**src/rtl/uart_fifo_unit.sv**
```systemverilog
// uart_fifo_unit: memory-mapped UART with runtime baud divisor, optional parity,
// one or two stop bits and TX/RX FIFOs. One level interrupt for RX data / TX empty.
module uart_fifo_unit #(
    parameter logic [31:0] BASE_ADDR  = 32'h40000018,
    parameter int unsigned DATA_BITS  = 8,
    parameter int unsigned FIFO_DEPTH = 16,
    parameter logic [15:0] DIV_RESET  = 16'd15
) (
    input  logic        CLK,
    input  logic        Reset,
    input  logic        rd,
    input  logic        wr,
    input  logic [31:0] addr,
    input  logic [31:0] wdata,
    output logic [31:0] rdata,
    output logic        out,
    input  logic        in,
    output logic        irq
);

    localparam int unsigned AW = $clog2(FIFO_DEPTH);
    localparam int unsigned PW = AW + 1;
    localparam int unsigned BW = $clog2(DATA_BITS);
    localparam logic [BW-1:0] LAST_BIT = BW'(DATA_BITS - 1);

    typedef enum logic [2:0] {
        TX_IDLE, TX_START, TX_DATA, TX_PARITY, TX_STOP1, TX_STOP2
    } tx_state_t;

    typedef enum logic [2:0] {
        RX_IDLE, RX_START, RX_DATA, RX_PARITY, RX_STOP
    } rx_state_t;

    // Register decode
    logic sel_txd, sel_rxd, sel_con, sel_div, con_wr, div_wr;
    assign sel_txd = (addr == BASE_ADDR);
    assign sel_rxd = (addr == BASE_ADDR + 32'd4);
    assign sel_con = (addr == BASE_ADDR + 32'd8);
    assign sel_div = (addr == BASE_ADDR + 32'd12);
    assign con_wr  = wr & sel_con;
    assign div_wr  = wr & sel_div;

    logic unused_wdata;
    assign unused_wdata = ^wdata[31:17];

    logic [4:0]  con_q;
    logic [15:0] div_q;
    logic [15:0] tick_cnt;
    logic        tick;
    logic        ovr_q, frm_q, par_q, txo_q;

    // TX FIFO storage and pointers
    logic [DATA_BITS-1:0] tx_mem [FIFO_DEPTH];
    logic [PW-1:0]        tx_wp, tx_rp;
    logic                 tx_empty, tx_full, tx_push, tx_pop, tx_ovf_set;
    logic [DATA_BITS-1:0] tx_head;

    // RX FIFO storage and pointers
    logic [DATA_BITS-1:0] rx_mem [FIFO_DEPTH];
    logic [PW-1:0]        rx_wp, rx_rp;
    logic                 rx_empty, rx_full, rx_push, rx_pop, rx_push_req, ovr_set;
    logic [DATA_BITS-1:0] rx_head;

    assign tx_empty   = (tx_wp == tx_rp);
    assign tx_full    = (tx_wp[AW] != tx_rp[AW]) && (tx_wp[AW-1:0] == tx_rp[AW-1:0]);
    assign tx_head    = tx_mem[tx_rp[AW-1:0]];
    assign tx_push    = wr & sel_txd & (~tx_full | tx_pop);
    assign tx_ovf_set = wr & sel_txd & tx_full & ~tx_pop;

    assign rx_empty = (rx_wp == rx_rp);
    assign rx_full  = (rx_wp[AW] != rx_rp[AW]) && (rx_wp[AW-1:0] == rx_rp[AW-1:0]);
    assign rx_head  = rx_mem[rx_rp[AW-1:0]];
    assign rx_pop   = rd & sel_rxd & ~rx_empty;
    assign rx_push  = rx_push_req & (~rx_full | rx_pop);
    assign ovr_set  = rx_push_req & rx_full & ~rx_pop;

    // Oversample tick generator; a DIV write restarts the count
    assign tick = (tick_cnt == div_q);
    always_ff @(posedge CLK) begin
        if (Reset || div_wr) tick_cnt <= '0;
        else if (tick)       tick_cnt <= '0;
        else                 tick_cnt <= tick_cnt + 16'd1;
    end

    // Control, divisor and sticky status flags (a new event wins over a clear)
    logic frm_set, par_set;
    always_ff @(posedge CLK) begin
        if (Reset) begin
            con_q <= '0;
            div_q <= DIV_RESET;
            ovr_q <= 1'b0;
            frm_q <= 1'b0;
            par_q <= 1'b0;
            txo_q <= 1'b0;
        end else begin
            if (con_wr) con_q <= wdata[4:0];
            if (div_wr) div_q <= wdata[15:0];
            ovr_q <= ovr_set    | (ovr_q & ~(con_wr & wdata[13]));
            frm_q <= frm_set    | (frm_q & ~(con_wr & wdata[14]));
            par_q <= par_set    | (par_q & ~(con_wr & wdata[15]));
            txo_q <= tx_ovf_set | (txo_q & ~(con_wr & wdata[16]));
        end
    end

    // FIFO pointers
    always_ff @(posedge CLK) begin
        if (Reset) begin
            tx_wp <= '0;
            tx_rp <= '0;
            rx_wp <= '0;
            rx_rp <= '0;
        end else begin
            if (tx_push) tx_wp <= tx_wp + PW'(1);
            if (tx_pop)  tx_rp <= tx_rp + PW'(1);
            if (rx_push) rx_wp <= rx_wp + PW'(1);
            if (rx_pop)  rx_rp <= rx_rp + PW'(1);
        end
    end

    // FIFO storage writes (no reset needed on data)
    logic [DATA_BITS-1:0] rx_shift;
    always_ff @(posedge CLK) begin
        if (tx_push) tx_mem[tx_wp[AW-1:0]] <= wdata[DATA_BITS-1:0];
        if (rx_push) rx_mem[rx_wp[AW-1:0]] <= rx_shift;
    end

    // ---------------- Transmitter ----------------
    tx_state_t            tx_state, tx_state_nx;
    logic [3:0]           tx_tcnt;
    logic [BW-1:0]        tx_idx;
    logic [DATA_BITS-1:0] tx_shift;
    logic                 tx_par, tx_par_en, tx_stop2, tx_busy, tx_bit_done;

    assign tx_busy     = (tx_state != TX_IDLE);
    assign tx_bit_done = tick && (tx_tcnt == 4'd15);

    // TX state register
    always_ff @(posedge CLK) begin
        if (Reset) tx_state <= TX_IDLE;
        else       tx_state <= tx_state_nx;
    end

    // TX next state; a pop starts every frame, including back-to-back ones
    always_comb begin
        tx_state_nx = tx_state;
        tx_pop      = 1'b0;
        case (tx_state)
            TX_IDLE: begin
                if (tick && !tx_empty) begin
                    tx_state_nx = TX_START;
                    tx_pop      = 1'b1;
                end
            end
            TX_START:  if (tx_bit_done) tx_state_nx = TX_DATA;
            TX_DATA:   if (tx_bit_done && tx_idx == LAST_BIT)
                           tx_state_nx = tx_par_en ? TX_PARITY : TX_STOP1;
            TX_PARITY: if (tx_bit_done) tx_state_nx = TX_STOP1;
            TX_STOP1, TX_STOP2: begin
                if (tx_bit_done) begin
                    if (tx_state == TX_STOP1 && tx_stop2) begin
                        tx_state_nx = TX_STOP2;
                    end else if (!tx_empty) begin
                        tx_state_nx = TX_START;
                        tx_pop      = 1'b1;
                    end else begin
                        tx_state_nx = TX_IDLE;
                    end
                end
            end
            default: tx_state_nx = TX_IDLE;
        endcase
    end

    // TX datapath: frame config latched at frame start, line driven from state
    always_ff @(posedge CLK) begin
        if (Reset) begin
            tx_tcnt   <= '0;
            tx_idx    <= '0;
            tx_shift  <= '0;
            tx_par    <= 1'b0;
            tx_par_en <= 1'b0;
            tx_stop2  <= 1'b0;
            out       <= 1'b1;
        end else begin
            if (tx_pop) begin
                tx_shift  <= tx_head;
                tx_par    <= (^tx_head) ^ con_q[3];
                tx_par_en <= con_q[2];
                tx_stop2  <= con_q[4];
                tx_tcnt   <= '0;
                tx_idx    <= '0;
            end else if (tx_busy && tick) begin
                tx_tcnt <= tx_tcnt + 4'd1;
                if (tx_bit_done && tx_state == TX_DATA) begin
                    tx_shift <= tx_shift >> 1;
                    tx_idx   <= tx_idx + BW'(1);
                end
            end
            case (tx_state)
                TX_START:  out <= 1'b0;
                TX_DATA:   out <= tx_shift[0];
                TX_PARITY: out <= tx_par;
                default:   out <= 1'b1;
            endcase
        end
    end

    // ---------------- Receiver ----------------
    rx_state_t     rx_state, rx_state_nx;
    logic          in_s1, rx_s;
    logic [3:0]    rx_tcnt;
    logic [BW-1:0] rx_idx;
    logic          rx_par_en, rx_par_odd, rx_par_bad, rx_bit_done, rx_start_go;

    assign rx_bit_done = tick && (rx_tcnt == 4'd15);

    // RX state register
    always_ff @(posedge CLK) begin
        if (Reset) rx_state <= RX_IDLE;
        else       rx_state <= rx_state_nx;
    end

    // RX next state; start bit re-checked half a bit later to reject glitches
    always_comb begin
        rx_state_nx = rx_state;
        rx_start_go = 1'b0;
        rx_push_req = 1'b0;
        frm_set     = 1'b0;
        par_set     = 1'b0;
        case (rx_state)
            RX_IDLE: begin
                if (tick && !rx_s) begin
                    rx_state_nx = RX_START;
                    rx_start_go = 1'b1;
                end
            end
            RX_START:  if (tick && rx_tcnt == 4'd7)
                           rx_state_nx = rx_s ? RX_IDLE : RX_DATA;
            RX_DATA:   if (rx_bit_done && rx_idx == LAST_BIT)
                           rx_state_nx = rx_par_en ? RX_PARITY : RX_STOP;
            RX_PARITY: if (rx_bit_done) rx_state_nx = RX_STOP;
            RX_STOP: begin
                if (rx_bit_done) begin
                    rx_state_nx = RX_IDLE;
                    if (!rx_s)           frm_set     = 1'b1;
                    else if (rx_par_bad) par_set     = 1'b1;
                    else                 rx_push_req = 1'b1;
                end
            end
            default: rx_state_nx = RX_IDLE;
        endcase
    end

    // RX datapath: synchroniser, mid-bit sampling and parity check
    always_ff @(posedge CLK) begin
        if (Reset) begin
            in_s1      <= 1'b1;
            rx_s       <= 1'b1;
            rx_tcnt    <= '0;
            rx_idx     <= '0;
            rx_shift   <= '0;
            rx_par_en  <= 1'b0;
            rx_par_odd <= 1'b0;
            rx_par_bad <= 1'b0;
        end else begin
            in_s1 <= in;
            rx_s  <= in_s1;
            if (rx_start_go) begin
                rx_tcnt    <= '0;
                rx_idx     <= '0;
                rx_par_en  <= con_q[2];
                rx_par_odd <= con_q[3];
                rx_par_bad <= 1'b0;
            end else if (tick) begin
                case (rx_state)
                    RX_START: rx_tcnt <= (rx_tcnt == 4'd7) ? 4'd0 : rx_tcnt + 4'd1;
                    RX_DATA: begin
                        rx_tcnt <= rx_tcnt + 4'd1;
                        if (rx_bit_done) begin
                            rx_shift <= {rx_s, rx_shift[DATA_BITS-1:1]};
                            rx_idx   <= rx_idx + BW'(1);
                        end
                    end
                    RX_PARITY: begin
                        rx_tcnt <= rx_tcnt + 4'd1;
                        if (rx_bit_done)
                            rx_par_bad <= (rx_s != ((^rx_shift) ^ rx_par_odd));
                    end
                    RX_STOP: rx_tcnt <= rx_tcnt + 4'd1;
                    default: ;
                endcase
            end
        end
    end

    // Registered interrupt
    always_ff @(posedge CLK) begin
        if (Reset) irq <= 1'b0;
        else       irq <= (con_q[0] & ~rx_empty) | (con_q[1] & tx_empty & ~tx_busy);
    end

    // Combinational read mux
    logic [31:0] status;
    assign status = {15'd0, txo_q, par_q, frm_q, ovr_q, tx_busy, tx_full, tx_empty,
                     rx_full, rx_empty, 3'd0, con_q};

    always_comb begin
        rdata = '0;
        if (rd) begin
            if (sel_rxd && !rx_empty) rdata = 32'(rx_head);
            else if (sel_con)         rdata = status;
            else if (sel_div)         rdata = {16'd0, div_q};
        end
    end

endmodule

```
**config.mk**
```make
export PLATFORM = sky130hd
export DESIGN_NAME = uart_fifo_unit
export DESIGN_NICKNAME = d
export VERILOG_FILES = /design/src/rtl/uart_fifo_unit.sv
export SDC_FILE = /design/constraint.sdc
export NUM_CORES = 1
export LEC_CHECK = 0
export BUFFER_PORTS_ARGS = -buffer_cell sky130_fd_sc_hd__buf_2
export CAP_MARGIN = 20
export CORE_MARGIN = 10
export CORE_UTILIZATION = 50
export DETAILED_ROUTE_END_ITERATION = 12
export PLACE_DENSITY = 0.65
export SLEW_MARGIN = 30
export SYNTH_ARGS = -nofsm -noshare
export SYNTH_HDL_FRONTEND = slang
export SYNTH_SLANG_ARGS = --single-unit
```
**constraint.sdc**
```tcl
create_clock -name CLK -period 3.7 [get_ports CLK]
set_input_delay 0.925 -clock CLK [delete_from_list [all_inputs] [get_ports CLK]]
set_output_delay 0.925 -clock CLK [all_outputs]
set_load 0.01 [all_outputs]
```
==> results of run 1 <==
==> per-layer routing <==
| layer | vias up | routed length [um] | track usage [%] |
|---|---|---|---|
| li1 | 4226 | - | - |
| met1 | 4472 | 14100 | 21.6 |
| met2 | 143 | 16800 | 29.1 |
| met3 | 47 | 1010 | 2.47 |
| met4 | 0 | 762 | 4.58 |
| met5 | - | 0 | 0 |
==> registers in the layout (all words and copies together) (netlist names), 3 cells and up, named ones only <==
register  cells
tx_state      3
con_q         5
rx_mem      128
tick_cnt     16
rx_wp         5
rx_shift      8
rx_tcnt       4
tx_tcnt       4
rx_idx        3
tx_wp         5
tx_rp         5
tx_shift      8
div_q        16
tx_idx        3
tx_mem      128
rx_rp         5
rx_state      3
==> report_power, final <==
| part | switching, mW | total, mW | internal, mW |
|---|---|---|---|
| registers | 0.00453 | 4.41 | 4.41 |
| clock network | 1.52 | 3.95 | 2.43 |
| logic | 0.0784 | 0.116 | 0.0372 |
| total | 1.60 | 8.48 | 6.88 |
==> placed cells by master, fill, tap and decap left out, drive strengths merged, types with 2 or more instances in the layout <==
| cell | n |
|---|---|
| nor2b | 16 |
| conb | 15 |
| a21o | 2 |
| nand3 | 27 |
| xor2 | 43 |
| nand2b | 7 |
| or3 | 5 |
| nor3b | 2 |
| inv | 16 |
| edfxtp | 256 |
| nor3 | 22 |
| xnor3 | 3 |
| or2 | 3 |
| a211o | 4 |
| ha | 17 |
| bufinv | 6 |
| nand3b | 2 |
| nor2 | 129 |
| clkbuf | 49 |
| nor4 | 19 |
| dfxtp | 115 |
| buf | 129 |
| or4 | 4 |
| nand2 | 37 |
| a31oi | 2 |
| and2 | 5 |
| xnor2 | 29 |
| and3 | 21 |
| a22oi | 14 |
| clkinv | 15 |
| a21oi | 39 |
| mux4 | 76 |
| a211oi | 4 |
| a32oi | 4 |
| mux2i | 47 |
| o21ai | 7 |
| nand4 | 9 |
==> cell usage after synthesis (2+ instances only) <==
cell type | instances | share of area (%)
nor3_1 | 22 | 0.71
xnor3_1 | 3 | 0.44
buf_2 | 6 | 0.19
a22oi_1 | 14 | 0.68
nor2_1 | 129 | 3.1
a211o_1 | 4 | 0.23
xnor2_1 | 29 | 1.6
o21ai_0 | 7 | 0.23
nor2b_1 | 16 | 0.65
and3_1 | 21 | 0.85
or3_1 | 5 | 0.20
clkbuf_1 | 40 | 0.97
nand2b_1 | 7 | 0.28
nor4_2 | 2 | 0.16
xor2_1 | 43 | 2.4
and2_1 | 5 | 0.20
dfxtp_1 | 115 | 15
buf_4 | 15 | 0.73
ha_1 | 17 | 1.4
or2_2 | 3 | 0.12
a211oi_1 | 3 | 0.15
edfxtp_1 | 256 | 50
nand2_1 | 37 | 0.90
nand3b_1 | 2 | 0.097
nor3b_1 | 2 | 0.097
nor4_1 | 17 | 0.69
a21oi_1 | 39 | 1.3
inv_1 | 16 | 0.39
a31oi_1 | 2 | 0.081
nand4_1 | 9 | 0.36
a32oi_1 | 4 | 0.23
mux4_2 | 76 | 11
buf_1 | 9 | 0.22
nand3_1 | 27 | 0.87
or4_1 | 3 | 0.15
mux2i_1 | 47 | 3.0
a21o_1 | 2 | 0.097
==> area by class of cell <==
cell class,instances,area (um^2),share of cell area (%)
Clock inverter,21,246,1.37
Tap cell,396,495,2.76
Sequential cell,371,9990,55.6
Multi-Input combinational cell,625,5250,29.2
Timing Repair Buffer,130,871,4.85
Inverter,16,60.1,0.334
Clock buffer,49,1060,5.88
==> worst paths after layout <==
kind	from	endpoint	slack [ns]
max	addr[25]	rdata[4]	0.07
max reg2reg	div_q[1]	rx_mem[3][1]	0.31
min reg2reg	in_s1	rx_s	0.43
min	in_s1	rx_s	0.43
==> per-stage QoR <==
step                power [mW]  worst slack [ns]  cells
floorplan                 4.56             0.223   1082
global placement          4.61           -0.0548   1531
detailed placement        4.61           -0.0972   1531
CTS                       8.56           0.00379   1602
global route              8.75           0.00860   1608
finish                    8.48            0.0741   1608
==> worst max-delay path: cells and delay by family <==
family          cells  cell delay, ns
compound gates      1            0.05
buf+inv             2            0.26
simple gates        5            1.46
==> kinds of logic (layout without fill, tap and decap cells) <==
kind of cell,count (synthesis),in the layout
flip-flops,371,371
XOR/XNOR,75,75
multiplexers,123,123
adder cells (fa/ha/maj),17,17
buffers and inverters,86,216
AO/OA/AOI/OAI,84,84
AND/OR/NAND/NOR,311,311
other,1,15
==> repair_timing <==
action | in CTS | in global routing
pin swaps | 0 | 5
setup buffers | 0 | 6
cloned | 1 | 0
gates resized for setup | 3 | 13
endpoints found under the setup margin | 8 | 9
hold buffers | 0 | 0
==> flow_metrics.env, run 1 <==
export IMPL_cts_tree="yes"
export IMPL_worst_pin_slew_ns=0.822
export IMPL_yosysWarnings=0
export IMPL_overflow=0
export IMPL_vias=8888
export IMPL_yosysUniqueCellTypes=51
export IMPL_clock_sinks=371
export IMPL_status="finished clean"
export IMPL_h_tree_depth=2
export IMPL_nNetsFinal=1269
export IMPL_cts_clk_slew_worst_paths_ns=0.06
export IMPL_cts_root_buf="clkbuf_16"
export IMPL_drt_iter0_drc=538
export IMPL_die_h_um=196
export IMPL_nFillCells=2406
export IMPL_drtPass1Iterations=5
export IMPL_port_buffers=72
export IMPL_placed_area_um2=16500
export IMPL_whs_ns=0.426
export IMPL_die_area_um2=38500
export IMPL_drv_cap=0
export IMPL_antenna_cells=0
export IMPL_avgSynthCellArea_um2=14.5
export IMPL_hp_class="reg2reg"
export IMPL_r2r_cells=7
export IMPL_critPathLaunchType="input port"
export IMPL_fmax_mhz=276
export IMPL_yosysSeqAreaShare_pct=64.4
export IMPL_postRouteAntennaNets=0
export IMPL_synth_edf_count=256
export IMPL_vias_per_cell=5.53
export IMPL_netlist_area_um2=15500
export IMPL_die_w_um=196
export IMPL_tns_ns=0
export IMPL_hold_path_depth=1
export IMPL_synth_fa_ha_area_share_pct=1.37
export IMPL_cts_buffers=39
export IMPL_required_ns=2.77
export IMPL_drc_errors=0
export IMPL_wl_um=32600
export IMPL_synth_compound_area_share_pct=3.47
export IMPL_grt_max_degree=57
export IMPL_rows=64
export IMPL_relSlewSlack_pct=44.7
export IMPL_cpPeakStageDelay_ns=0.66
export IMPL_synthMuxAreaShare_pct=14.1
export IMPL_final_layout_size_suffix_gt1_share_pct=23.4
export IMPL_finalSetupViolCount=0
export IMPL_wl_per_cell_um=20.3
export IMPL_rsz0062_at_grt="no"
export IMPL_leakage_nw=6.22
export IMPL_worstPathArrival_ns=2.70
export IMPL_cts_path_max_buffers=3
export IMPL_gp_congestion=0.826
export IMPL_path_common_cell="buf_2"
export IMPL_start_util_pct=50.7
export IMPL_area_growth_pct=15.8
export IMPL_track_usage_pct=16.8
export IMPL_endpoint_kind="output pin"
export IMPL_power_density_nw_per_um2=472
export IMPL_fin_crit_sh_pct=98.0
export IMPL_slowest_stage="or4_4"
export IMPL_dp_hpwl_um=22200
export IMPL_insertion_delay_ns=0.52
export IMPL_cp_max_fo=6
export IMPL_fin_util_pct=58.8
export IMPL_synth_top_family_by_area="multiplexers"
export IMPL_hold_viol_final=0
export IMPL_core_area_um2=30600
export IMPL_min_period_ns=3.63
export IMPL_async_reset_ff_share_pct=0
export IMPL_critical_path_cell_chain="buf_2 > nor4_1 > nand4_1 > or4_4 > nor2_4 > a21oi_1 > nor2b_2 > buf_2"
export IMPL_antenna_found_initial=0
export IMPL_postLayoutCellArea_um2=18000
export IMPL_io_pins=103
export IMPL_post_synth_and_or_nand_nor_area_fraction_pct=9.69
export IMPL_ys_seq_elements=371
export IMPL_slew_violations=0
export IMPL_grt_pass1_wl_um=51200
export IMPL_first_global_vias=8955
export IMPL_synth_ff_type="edfxtp_1"
export IMPL_syn_inst=1068
export IMPL_synth_xor_area_share_pct=4.50
export IMPL_path_class="in2out"
export IMPL_finClkSkew_ns=0.0150
export IMPL_ir_drop_v=0.000371
Power figures use the tool's default switching activity.
==> inputs of run 2 (changes only) <==
==> constraint.sdc (replaced) <==
create_clock -name CLK -period 3.7 [get_ports CLK]
set_input_delay 0.37 -clock CLK [delete_from_list [all_inputs] [get_ports CLK]]
set_output_delay 0.37 -clock CLK [all_outputs]
set_load 0.01 [all_outputs]
==> run 2 against run 1 <==
  * Combinational power decreased by 4%
  * Die area unchanged
  * Largest power group unchanged
  * Global-route usage increased by 0.17 points
  * Critical path depth unchanged
  * Worst setup slack improved by 0.17 ns
  * Clock-buffer cell count increased by 7
  * Clock power about the same
  * Critical path type is now reg2reg
  * Maximum frequency increased by 4.9%
  * Highest routed layer unchanged
  * Via count decreased by 1.5%
==> flow_metrics.env, run 2 (synthesis results as in run 1) <==
export IMPL_cts_path_max_buffers=3
export IMPL_rr_endpoint="rx_mem[3][5]"
export IMPL_postRouteAntennaNets=0
export IMPL_dp_hpwl_um=22300
export IMPL_vias_per_cell=5.52
export IMPL_die_w_um=196
export IMPL_fmax_mhz=289
export IMPL_die_h_um=196
export IMPL_clock_sinks=371
export IMPL_relSlewSlack_pct=36.0
export IMPL_endpoint_kind="flip-flop"
export IMPL_hp_class="in2reg"
export IMPL_fin_crit_sh_pct=93.4
export IMPL_cp_max_fo=8
export IMPL_antenna_found_initial=1
export IMPL_status="finished clean"
export IMPL_first_global_vias=9127
export IMPL_start_util_pct=50.7
export IMPL_use_met1_pct=21.1
export IMPL_dp_slack_ns=0.285
export IMPL_vias=8753
export IMPL_die_area_um2=38500
export IMPL_layout_setup_ws_ns=0.243
export IMPL_finClkSkew_ns=0.0137
export IMPL_required_ns=3.93
export IMPL_core_area_um2=30600
export IMPL_fin_util_pct=57.8
export IMPL_worstPathArrival_ns=3.68
export IMPL_nNetsFinal=1245
export IMPL_layout_commonest_cell="edfxtp_1"
export IMPL_grt_max_degree=59
export IMPL_hold_viol_final=0
export IMPL_worst_pin_slew_ns=0.952
export IMPL_antenna_cells=0
export IMPL_cts_buffers=40
export IMPL_wl_per_cell_um=20.9
export IMPL_insertion_delay_ns=0.53
export IMPL_final_cell_mix="edfxtp_1 (256), nor2_1 (129), dfxtp_1 (113)"
export IMPL_leakage_nw=6.07
export IMPL_critPathLaunchType="flip-flop"
export IMPL_post_cts_buffers=0
export IMPL_slew_violations=0
export IMPL_holdPathEnd="in_s1"
export IMPL_finalSetupViolCount=0
export IMPL_port_buffers=72
export IMPL_rsz0062_at_grt="no"
export IMPL_tns_ns=0
export IMPL_h_tree_depth=2
export IMPL_wl_um=33100
export IMPL_drc_errors=0
export IMPL_drv_cap=0
export IMPL_cts_tree="yes"
export IMPL_drt_iter0_drc=511
export IMPL_hold_path_depth=2
export IMPL_r2r_start="div_q[9]"
export IMPL_area_growth_pct=14.0
export IMPL_grt_pass1_wl_um=51400
export IMPL_min_period_ns=3.46
export IMPL_io_pins=103
export IMPL_drtPass1Iterations=6
export IMPL_busiest_layer="met2"
export IMPL_final_layout_size_suffix_gt1_share_pct=20.9
export IMPL_path_class="reg2reg"
export IMPL_grt_util_met2_pct=30.0
export IMPL_ir_drop_v=0.000341
export IMPL_grtUsageMet3_pct=2.66
export IMPL_layoutNonFillerInstCount=1585
export IMPL_cts_clk_slew_worst_paths_ns=0.06
export IMPL_rrSetupSlack_ns=0.24
export IMPL_overflow=0
export IMPL_r2r_cells=8
export IMPL_hold_start="in"
export IMPL_gp_congestion=0.819
export IMPL_post_place_cells=1513
export IMPL_rows=64
export IMPL_holdBufCountCts=0
export IMPL_ctsResizeCount=0
export IMPL_track_usage_pct=17.0
export IMPL_cts_root_buf="clkbuf_16"
export IMPL_power_density_nw_per_um2=481
[run 2: cell types whose count changed in the layout (fill, tap and decap cells not counted), moves of 2 or more]
cell      previous run  this run
buf_12               4         2
buf_4               53        31
clkbuf_1             8        13
clkbuf_8             0         2
clkinv_1             7         2
clkinv_2             8         6
dfxtp_1            111       113
dfxtp_2              4         2
inv_6                0         2
nor2_1             127       129
nor2_4               2         0
nor2b_1             14        16
nor2b_2              2         0
[run 2: worst max path at each step]
| stage | from | end | slack, ns | cells after the start |
|---|---|---|---|---|
| 2_1_floorplan | tick_cnt[6] | rx_mem[0][0] | 0.50 | 8 |
| 5_1_grt | div_q[9] | rx_mem[3][5] | 0.03 | 8 |
| 4_1_cts | div_q[9] | rx_mem[3][5] | 0.24 | 8 |
| 6_report | div_q[9] | rx_mem[3][5] | 0.24 | 8 |
| 3_3_place_gp | div_q[9] | rx_mem[3][0] | 0.32 | 8 |
| 3_5_place_dp | div_q[9] | rx_mem[3][0] | 0.28 | 8 |
[run 2: routing by layer]
layer / up-vias / wire length, um
met5: - / 0
met4: 0 / 651
met3: 44 / 1280
met2: 147 / 17300
met1: 4393 / 14000
li1: 4169 / -
[run 2: power breakdown]
group	switching, mW	internal [mW]
registers	0.00445	4.41
logic	0.0768	0.0338
clock network	1.55	2.43
total	1.63	6.87
[run 2: area by class of cell]
| cell class | count | area (um^2) |
|---|---|---|
| flip-flops and latches | 371 | 9990 |
| clock buffers | 56 | 1100 |
| fillers | 2443 | 12900 |
| clock inverters | 16 | 214 |
| well taps | 396 | 495 |
| multi-input cells | 625 | 5200 |
| repair buffers | 105 | 633 |
| inverters | 16 | 60.1 |
[run 2: critical path, stage by stage, from the launching register on]
cell	delay [ns]
dfxtp_1	0.33
xor2_1	0.18
nor4_1	0.46
nand4_1	0.32
buf_4	0.25
or4_4	0.54
or4b_1	0.67
nor3_1	0.20
buf_4	0.21
[run 2: metrics by stage]
step | cell area (um^2) | power (mW) | hold WS, ns
floorplan | 15600 | 4.56 | 0.389
global placement | 16400 | 4.61 | 0.398
detailed placement | 16400 | 4.61 | 0.403
CTS | 17700 | 8.59 | 0.00436
global route | 17700 | 8.74 | 0.0146
finish | 17700 | 8.51 | 0.0241
